===== config.mk =====
export PLATFORM = sky130hd
export DESIGN_NAME = tile_rom_arbiter
export DESIGN_NICKNAME = d
export VERILOG_FILES = /design/src/rtl/tile_rom_arbiter.sv
export SDC_FILE = /design/constraint.sdc
export NUM_CORES = 1
export LEC_CHECK = 0
export ABC_AREA = 1
export CORE_MARGIN = 3
export CORE_UTILIZATION = 38
export DETAILED_ROUTE_END_ITERATION = 8
export GPL_ROUTABILITY_DRIVEN = 0
export PLACE_DENSITY = 0.8
export SLEW_MARGIN = 20
export SYNTH_ARGS = -nofsm -noshare
export SYNTH_HDL_FRONTEND = slang
export SYNTH_SLANG_ARGS = --single-unit

===== constraint.sdc =====
create_clock -name vclock -period 1.35 [get_ports vclock]
set_input_delay 0.2025 -clock vclock [delete_from_list [all_inputs] [get_ports vclock]]
set_output_delay 0.2025 -clock vclock [all_outputs]
set_load 0.05 [all_outputs]

===== src/rtl/tile_rom_arbiter.sv =====
// tile_rom_arbiter: shares one tile ROM between the renderer (priority) and game-logic queries,
// routing each returned word to its owner through a latency-matched tag pipeline.
module tile_rom_arbiter #(
  parameter int IDX_W    = 8,
  parameter int ROW_W    = 4,
  parameter int COL_W    = 4,
  parameter int PIX_W    = 8,
  parameter int TYPE_W   = 2,
  parameter int ROM_LAT  = 2,
  parameter int MAX_WAIT = 16
) (
  input  logic                         vclock,
  input  logic                         rst,
  input  logic                         vid_valid,
  input  logic [IDX_W-1:0]             vid_index,
  input  logic [ROW_W-1:0]             vid_row,
  input  logic [COL_W-1:0]             vid_col,
  output logic                         vid_rvalid,
  output logic [PIX_W-1:0]             vid_pixel,
  output logic                         vid_transparent,
  output logic                         vid_drop,
  input  logic                         game_req,
  input  logic [IDX_W-1:0]             game_index,
  input  logic [ROW_W-1:0]             game_row,
  input  logic [COL_W-1:0]             game_col,
  output logic                         game_ack,
  output logic                         game_rvalid,
  output logic [TYPE_W-1:0]            game_type,
  output logic                         game_transparent,
  output logic [IDX_W+ROW_W+COL_W-1:0] rom_addr,
  input  logic [PIX_W-1:0]             rom_pixel,
  input  logic [TYPE_W-1:0]            rom_type,
  input  logic                         rom_transparent
);
  localparam int CW = $clog2(MAX_WAIT + 1);
  logic [CW-1:0]    wait_cnt;
  logic [ROM_LAT:0] tag_v, tag_g;
  logic             frc, grant_vid, grant_game;
  always_comb begin
    frc        = wait_cnt == CW'(MAX_WAIT);
    grant_vid  = vid_valid & ~frc;
    grant_game = game_req & (~vid_valid | frc);
    game_ack   = rst & grant_game;
    vid_drop   = rst & vid_valid & frc;
  end
  assign vid_rvalid  = tag_v[ROM_LAT] & ~tag_g[ROM_LAT];
  assign game_rvalid = tag_v[ROM_LAT] & tag_g[ROM_LAT];
  always_ff @(posedge vclock or negedge rst)
    if (!rst) begin
      rom_addr         <= '0;
      tag_v            <= '0;
      tag_g            <= '0;
      wait_cnt         <= '0;
      vid_pixel        <= '0;
      vid_transparent  <= 1'b0;
      game_type        <= '0;
      game_transparent <= 1'b0;
    end else begin
      if (grant_game) rom_addr <= {game_index, game_row, game_col};
      else if (grant_vid) rom_addr <= {vid_index, vid_row, vid_col};
      tag_v    <= {tag_v[ROM_LAT-1:0], grant_vid | grant_game};
      tag_g    <= {tag_g[ROM_LAT-1:0], grant_game};
      wait_cnt <= (!game_req || grant_game) ? '0 : (frc ? wait_cnt : wait_cnt + 1'b1);
      // douta for a tag is on the bus the cycle before the tag reaches the last stage
      if (tag_v[ROM_LAT-1] && !tag_g[ROM_LAT-1]) begin
        vid_pixel       <= rom_pixel;
        vid_transparent <= rom_transparent;
      end
      if (tag_v[ROM_LAT-1] && tag_g[ROM_LAT-1]) begin
        game_type        <= rom_type;
        game_transparent <= rom_transparent;
      end
    end
endmodule


* Word-level counts from Yosys, hierarchy flattened
Index checks and enable logic that the tools add are counted.
Cells by class: mux-type cells 4, eq/ne operators 2, bitwise operators 12, reduce and logical (&&, ||, !) cells 6, add/sub/neg operators 1
Operators by type and width (number):
- 16-bit 2-to-1 mux | 2
- 5-bit 2-to-1 mux | 2
- 1-bit bitwise AND | 7
- 5-bit by 1-bit adder with 5-bit output, second input constant | 1
- 5-bit equality test, second input constant | 1
- 1-bit inverter | 3
- 1-bit logical AND | 2
- 1-bit logical NOT | 2
- 2-bit by 1-bit inequality test with 1-bit output, second input constant | 1
- 1-bit bitwise OR | 2
- 2-bit nonzero test | 1
- 1-bit logical OR | 1
Word-level totals: input port bits 47, register bits after elaboration 39, logic and storage cells 33, output and inout bits 32

* Longest topological paths before layout
depth after elaboration 5, gate-level depth with buffers 10, mapped depth without buffers 10

* Worst setup path before layout
No wires, ideal clock.
kind reg2out, start register wait_cnt[0], end output port vid_drop, stages on the path, launching flop included 8, setup slack -0.474 ns, required time 1.148 ns, data arrival time 1.622 ns, buffers on the path 1, path through dfrtp_1 > inv_1 > ha_1 > nand2_1 > inv_1 > nand2_4 > buf_2 > nor2_1
On the way: cells in the longest elaborated chain, start to end 2
RTL lines:
- start: declaration | RTL line 36 | logic [CW-1:0] wait_cnt;
- start signal: assignment | RTL line 63 | wait_cnt <= (!game_req || grant_game) ? '0 : (frc ? wait_cnt : wait_cnt + 1'b1);
- 5-bit equality test | RTL line 40 | frc = wait_cnt == CW'(MAX_WAIT);
- 1-bit bitwise AND | RTL line 44 | vid_drop = rst & vid_valid & frc;
- end: declaration | RTL line 21 | output logic vid_drop,
No other way between the ends.

* Worst setup path after layout
start register wait_cnt[0], end output port game_ack
On the way: cells in the longest elaborated chain, start to end 4
RTL lines:
- 5-bit equality test | RTL line 40
- 1-bit bitwise OR | RTL line 42 | grant_game = game_req & (~vid_valid | frc);
- 1-bit bitwise AND | RTL line 42
- 1-bit bitwise AND | RTL line 43 | game_ack = rst & grant_game;
- end: declaration | RTL line 26 | output logic game_ack,
No other way between the ends.

==> results.toml <==
[yosys]
synthesis.area_sq_mm = 0.00183
synth_area_leader_cell = "dfrtp_1"
netlist_instances = 168
synth_top_area_share_pct = 53.4
syn-num-nets = 217
synth-seq-cells = 39
synth.avg_cell_area_sq_um = 10.9
synthDistinctLibCells = 21
yosys-top-cells-area = "dfrtp_1 (53%), nand3_1 (12%), nand3_2 (11%)"
yosys_warnings = 0
ys_seq_area_share_pct = 53.4

[critical_path]
critPathKind = "reg2out"
crit_family = "simple AND/OR/NAND/NOR gates"
crit_chain = "inv_1 > ha_1 > nand2_1 > inv_2 > nand2_4 > nand2_8 > nand2_4 > nor2_4 > buf_12"
cp_data_required_time_ps = 1150
arrival_ps = 1470
path_buf_inv = 3
worst_setup_path_start_kind = "flop"
worst_path_largest_cell_delay_ps = 380
cp_max_fo = 3
rrSetupSlack_ps = -150
setup.worst_path.end_class = "output port"
cpMaxStageDelayCell = "dfrtp_1"
crit_top_cell = "nand2_4"

[pwr]
vdd_drop_max_uv = 666
p_sw_mw = 1.06
p_leak_nw = 1.48
swShare_pct = 32.2
power_density_mw_per_mm2 = 1020
seqPwrFrac_pct = 41.8
pwr-share-clk_pct = 22.3
power.internal_mw = 2.24
finalPower_mw = 3.30
combPwrFrac_pct = 35.9

[global_route]
grt_first_pass_wirelength_um = 7700
grt_overflow_total = 0
grt_usage_pct = 18.2
grt_pass1_vias = 1667
grt_max_degree = 27
antenna_found_initial = 0

[floorplanning]
die_h_um = 75.3
core_sq_mm = 0.00450
die_x_um = 75.3
initial_core_util_pct = 40.6
dieArea_sq_mm = 0.00568
pin_count = 79
num_rows = 24

[finish]
antennaDiodeCount = 0
final_layout_size_suffix_gt1_share_pct = 40.3
nets = 311
nFillCells = 298
syn2layout_area_growth_pct = 78.1
mostFrequentLayoutCell = "clkdlybuf4s50_1"
final_cell_area_sq_mm = 0.00325
layout_common_cells = "clkdlybuf4s50_1 (45), nand3_1 (39), dfrtp_1 (39)"
post-route-util_pct = 72.2

[place]
dp_hpwl_um = 3410
placed_area_sq_mm = 0.00304
portBuffers = 78

[sta]
maxSlewViolCount = 0
fin_setup_tns_ps = -2310
fin_ws_ps = -321
slew_headroom_pct = 78.5
holdWs_ps = 351
finalHoldViolCount = 0
fin_worst_skew_ps = 4.88
worstMarginPinSlew_ps = 322
clock.fmax_mhz = 599
fin_crit_ps = 1670
grt_setup_unrepaired = "true"
fin_crit_sh_pct = 124
setup_viol = 23

[clock_tree]
tritoncts = "built"
clock-sinks = 39
htreeDepth = 2
clk_pin_slew_ps = 70
cts_buffer_depth = 2
clk_latency_ps = 280
cts_made_buffers = 5
clockRootBuffer = "clkbuf_8"

[outcome]
violations = "negative setup slack"
status = "finished with violations"

[route]
wire_per_inst_um = 14.8
first_iter_violations = 98
wirelength_um = 4680
via_per_inst = 5.01
antenna_left = 0
remaining_drc_errors = 0
via_count = 1578
first_pass_iters = 4

[hold_path]
hold_class = "reg2reg"

[job]
drv_cap = 0
[worst reg2reg max path, cell delays in order, from the launching register on]
cell,delay [ps]
dfrtp_1,380
inv_1,60
ha_1,140
nand2_1,60
inv_2,70
nand2_4,80
buf_12,140
buf_8,120
buf_6,130
nand3_1,70
nand2_1,50
nand2_1,50
nand2_1,50
[registers in the layout, indices dropped and copies added, names as in the netlist]
| name | count |
|---|---|
| tag_v | 3 |
| game_type | 2 |
| rom_addr | 16 |
| wait_cnt | 5 |
| vid_transparent | 1 |
| vid_pixel | 8 |
| game_transparent | 1 |
| tag_g | 3 |
[per-stage QoR]
stage,setup slack (ps),std cells
4_1_cts,-347,315
3_5_place_dp,-225,303
2_1_floorplan,-86.7,168
6_report,-321,315
5_1_grt,-408,315
3_3_place_gp,-170,303
[final timing paths]
path | start | depth (start not counted) | to
worst max-delay path | wait_cnt[0] | 9 | game_ack
worst min-delay path | tag_v[0] | 0 | tag_v[1]
worst max register to register | wait_cnt[0] | 12 | rom_addr[2]
worst min register to register | tag_v[0] | 0 | tag_v[1]
max in group asynchronous | rst | 3 | vid_pixel[6]
min in group asynchronous | rst | 3 | wait_cnt[3]
[logic make-up after synthesis]
logic type      synth area share, %
buf+inv                        7.26
xor+xnor                      0.959
compound gates                0.548
mux                            6.16
fa+ha+maj                      1.37
flops                          53.4
simple gates                   30.3
[power by group through the flow]
stage	Combinational (mW)	Sequential [mW]	Clock [mW]
2_1_floorplan	0.224	1.68	0
3_3_place_gp	1.17	1.40	0
3_5_place_dp	1.18	1.40	0
4_1_cts	1.19	1.38	0.765
5_1_grt	1.24	1.39	0.811
6_report	1.19	1.38	0.738
[synthesized netlist by cell type]
cell type / instances
nand3_1: 45
dfrtp_1: 39
nand3_2: 20
nand2_1: 13
inv_1: 12
mux2_2: 10
nor2_1: 8
buf_2: 3
buf_4: 3
ha_1: 2
o21ai_0: 2
xor2_1: 2
buf_12: 1
buf_6: 1
buf_8: 1
inv_2: 1
nand2_2: 1
nand2_4: 1
nand2_8: 1
nor2_2: 1
nor3_1: 1
[final cells by class]
| class | instances | area, sq um | share of cell area, % |
|---|---|---|---|
| clock buffers | 7 | 76.3 | 2.35 |
| repair buffers | 96 | 1280 | 39.3 |
| well taps | 52 | 65.1 | 2.00 |
| flip-flops and latches | 39 | 976 | 30.0 |
| multi-input cells | 107 | 805 | 24.7 |
| inverters | 13 | 48.8 | 1.50 |
| clock inverters | 1 | 5.00 | 0.154 |
[per-layer routing]
metal,vias up,GRT usage [%],share of wire (%)
met4,0,6.99,0.66
met1,760,21.2,40
met5,-,0,0
met2,63,31.8,52
met3,2,5.01,7.7
li1,753,-,-
[repair_timing]
| action | 4_1_cts | 5_1_grt |
|---|---|---|
| setup endpoints to repair | 21 | 23 |
| cloned | 1 | 0 |
| hold buffers | 1 | 0 |
| pin swaps | 3 | 3 |
| buffers inserted | 2 | 0 |
| endpoints found under the hold margin | 39 | 0 |
| resized for setup | 13 | 7 |
Note: power is estimated with default switching activity, not from simulation.
